===== src/rtl/uart_msg_serialiser.sv =====
// rtl/uart_msg_serialiser.sv - serialises one controller message into a header-first UART byte stream
// Optional trailing two's-complement checksum byte: define UART_MSG_CHECKSUM_EN.
module uart_msg_serialiser #(
  parameter int MSG_BYTES = 8
) (
  input  logic                   clk,
  input  logic                   n_reset,
  output logic                   uart_out_ready,
  input  logic [MSG_BYTES*8-1:0] uart_out_msg,
  input  logic                   uart_out_req,
  output logic [7:0]             tx_data,
  output logic                   tx_valid,
  input  logic                   tx_ready,
  output logic                   msg_done,
  output logic                   req_err
);

  localparam int CNT_W = (MSG_BYTES > 1) ? $clog2(MSG_BYTES) : 1;
  localparam logic [CNT_W-1:0] LAST_IDX = CNT_W'(MSG_BYTES - 1);

  typedef enum logic [1:0] {
    IDLE,
    SEND
`ifdef UART_MSG_CHECKSUM_EN
    , CSUM
`endif
  } state_t;

  state_t                 state;
  state_t                 state_nxt;
  logic [MSG_BYTES*8-1:0] shift;
  logic [CNT_W-1:0]       cnt;
  logic                   done_nxt;
`ifdef UART_MSG_CHECKSUM_EN
  logic [7:0]             acc;
`endif

  always_ff @(posedge clk) begin
    if (!n_reset) begin
      state <= IDLE;
    end else begin
      state <= state_nxt;
    end
  end

  // uart_out_ready is a pure decode of the state register, so it never
  // depends combinationally on uart_out_req or tx_ready.
  always_comb begin
    state_nxt      = state;
    uart_out_ready = 1'b0;
    tx_valid       = 1'b0;
    tx_data        = 8'h00;
    done_nxt       = 1'b0;
    case (state)
      IDLE: begin
        uart_out_ready = 1'b1;
        if (uart_out_req) begin
          state_nxt = SEND;
        end
      end
      SEND: begin
        tx_valid = 1'b1;
        tx_data  = shift[7:0];
        if (tx_ready && (cnt == LAST_IDX)) begin
`ifdef UART_MSG_CHECKSUM_EN
          state_nxt = CSUM;
`else
          state_nxt = IDLE;
          done_nxt  = 1'b1;
`endif
        end
      end
`ifdef UART_MSG_CHECKSUM_EN
      CSUM: begin
        tx_valid = 1'b1;
        tx_data  = ~acc + 8'd1;
        if (tx_ready) begin
          state_nxt = IDLE;
          done_nxt  = 1'b1;
        end
      end
`endif
      default: begin
        state_nxt = IDLE;
      end
    endcase
  end

  always_ff @(posedge clk) begin
    if (!n_reset) begin
      shift    <= '0;
      cnt      <= '0;
      msg_done <= 1'b0;
      req_err  <= 1'b0;
`ifdef UART_MSG_CHECKSUM_EN
      acc      <= 8'h00;
`endif
    end else begin
      msg_done <= done_nxt;
      if (uart_out_req && !uart_out_ready) begin
        req_err <= 1'b1;
      end
      if ((state == IDLE) && uart_out_req) begin
        shift <= uart_out_msg;
        cnt   <= '0;
`ifdef UART_MSG_CHECKSUM_EN
        acc   <= 8'h00;
`endif
      end else if ((state == SEND) && tx_ready) begin
        shift <= shift >> 8;
        cnt   <= cnt + CNT_W'(1);
`ifdef UART_MSG_CHECKSUM_EN
        acc   <= acc + shift[7:0];
`endif
      end
    end
  end

endmodule


===== config.mk =====
export PLATFORM = sky130hd
export DESIGN_NAME = uart_msg_serialiser
export DESIGN_NICKNAME = d
export VERILOG_FILES = /design/src/rtl/uart_msg_serialiser.sv
export SDC_FILE = /design/constraint.sdc
export NUM_CORES = 1
export LEC_CHECK = 0
export CORE_UTILIZATION = 48
export DETAILED_ROUTE_END_ITERATION = 6
export GPL_TIMING_DRIVEN = 0
export PLACE_DENSITY = 0.77
export SETUP_SLACK_MARGIN = 0.1
export SKIP_CTS_REPAIR_TIMING = 1
export SYNTH_ARGS = -nofsm -noshare
export SYNTH_HDL_FRONTEND = slang
export SYNTH_SLANG_ARGS = --single-unit
export TNS_END_PERCENT = 5

===== constraint.sdc =====
create_clock -name clk -period 1.5 [get_ports clk]
set_input_delay 0.225 -clock clk [delete_from_list [all_inputs] [get_ports clk]]
set_output_delay 0.225 -clock clk [all_outputs]
set_load 0.02 [all_outputs]

==> flow_summary.ini <==
[global_routing]
use_met2_pct = 46.9
antenna_found_initial = 0
grt_usage_pct = 26.1
overflow = 0
grt_max_degree = 12
grt-busiest-layer = met2
first_global_vias = 2811
met1_usage_pct = 29.9
met3_usage_pct = 7.50
grt_first_pass_wirelength_mm = 12.7

[clock_tree]
cts_tree = yes
clock_sinks = 70
cts_buffers = 9
cts_buffer_depth = 2
clkTransAtPathRegs_ns = 0.07
htreeDepth = 3
clockRootBuffer = clkbuf_8
clkLatencyLatePin_ns = 0.34

[power]
p_leak_uw = 0.00164
ir_drop_mv = 0.705
power.density_mw_per_mm2 = 1050

[floorplan]
fp.dieArea_sq_mm = 0.00642
row_count = 28
pin_count = 80
start_util_pct = 49.5
die_x_microns = 80.2
die_h_microns = 80.2
core_area_sq_mm = 0.00592

[worst_hold_path]
hold_path_end = shift[62]
hold_path_depth = 3
hold_path.class = input pin to flop
min_from = uart_out_msg[62]

[worst_setup_path]
crit_fanout = 7
worstPathArrival_ns = 1.22
critPathKind = flop to output port
crit_path_end_kind = output port
start_kind = flop
cp.required_ns = 1.27
crit_path_top_delay_cell = dfxtp_2
reg2regPathDepth = 7
r2r-end = shift[13]
crit_chain = buf_6, clkbuf_16, and2_1, buf_2
reg2reg_slack_ns = 0.13
crit_path_max_incr_delay_ns = 0.33
reg2reg_from = state[0]

[sta]
fmax_mhz = 694
slew_viol_final = 0
fin_tns_setup_ns = 0
rsz0062_at_grt = yes
finalHoldViolations = 0
fin_skew_ns = 0.00830
worst_hold_slack_ns = 0.422
setup_violations = 0
min_period_over_period_pct = 96.1
min_period_ns = 1.44
slew_headroom_pct = 70.7
tightest_slew_ns = 0.439
layout_setup_ws_ns = 0.0582

[route]
vias_per_cell = 5.38
antenna_left = 0
wl_mm = 7.96
drc = 0
wire_per_inst_microns = 14.3
drt_iter0_markers = 162
firstDrtPassIters = 7
via_count = 2992

[placement]
place_congestion = 0.807
dp_slack_ns = -0.293
io_buffer_count = 79
dp_hpwl_mm = 5.58
placedInstanceArea_sq_mm = 0.00382

[layout]
final_common_cell = nand2_1
mostFrequentLayoutCells = nand2_1, dfxtp_1, clkdlybuf4s50_1
area_delta_synth_final_pct = 42.1
nNetsFinal = 547
antenna_cells = 0
finish.utilization_pct = 70.4
design_area_sq_mm = 0.00417
drive_gt1_share_pct = 14.1

[synthesis]
synth.top_cell.area_share_pct = 47.8
yosysSeqAreaShare_pct = 47.8
synth_warnings = 0
synth_cell_types = 20
synth.avg_cell_area_sq_um = 7.67
synth_area_leader_cell = dfxtp_1
ys_ff_latch = 70
synthTopCellsByArea = dfxtp_1, nand2_1, a31oi_1
synth_nets = 452
postSynthCellCount = 382
synth_area_sq_mm = 0.00293

[job]
cap_violations = 0

[status]
status = complete, no violations
## worst max-delay path, delay by kind of cell (launching register included)
kind | cells | cell delay (ns)
DFF | 1 | 0.33
and+or+nand+nor | 1 | 0.12
buffers and inverters | 3 | 0.44
## logic make-up after synthesis
logic type,synth area share [%]
AOI/OAI and AO/OA,23.8
xor gates and xnor gates,0.299
and+or+nand+nor,20.4
buffers and inverters,6.91
DFF,47.8
adders and majority gates,0.853
## stage by stage
stage                     cells  total power, uW
final                       556             4370
after global routing        556             4560
after detailed placement    536             2780
after CTS                   551             4340
after floorplan             382             2450
after global placement      536             2760
## Yosys cell counts
cell type  number
nand2_1       133
dfxtp_1        70
a31oi_1        57
o21ai_0        57
clkbuf_1       13
a21oi_1        11
buf_4          11
and2_1          8
buf_2           6
buf_6           3
ha_1            2
nand3_1         2
nor2_1          2
buf_1           1
inv_1           1
nand2_2         1
nand2b_2        1
nor2b_1         1
nor2b_2         1
xor2_1          1
## cell type report
class / instances / area [sq um]
Fill cell: 508 / 1760
Sequential cell: 70 / 1400
Multi-Input combinational cell: 277 / 1350
Timing Repair Buffer: 84 / 852
Buffer: 34 / 260
Clock buffer: 12 / 165
Tap cell: 75 / 93.8
Clock inverter: 3 / 42.5
Inverter: 1 / 3.75
## worst max-delay path by stage
stage	from	depth (start not counted)	slack, ns	to
CTS	state[0]	4	-0.72	tx_data[2]
global placement	state[0]	4	-0.30	tx_data[2]
floorplan	state[0]	3	0.21	tx_data[0]
global route	state[0]	4	0.02	tx_data[6]
detailed placement	state[0]	4	-0.29	tx_data[2]
finish	state[0]	4	0.06	tx_data[6]
## power breakdown
| group | total (uW) | switching (uW) | internal, uW |
|---|---|---|---|
| Combinational | 725 | 345 | 380 |
| Sequential | 2070 | 71.8 | 2000 |
| Clock | 1570 | 678 | 892 |
## registers in the layout, summed over array words and instances (netlist names)
signal	count
shift	64
cnt	3
msg_done	1
req_err	1
state	1
## layer usage
metal  vias up  part of all wire [%]  wire length (microns)
met3        10                   6.2                    493
met2       122                    51                   4020
met1      1365                    42                   3350
met5         -                     0                      0
li1       1495                     -                      -
met4         0                   1.1                     91
(Power assumes the default switching activity.)
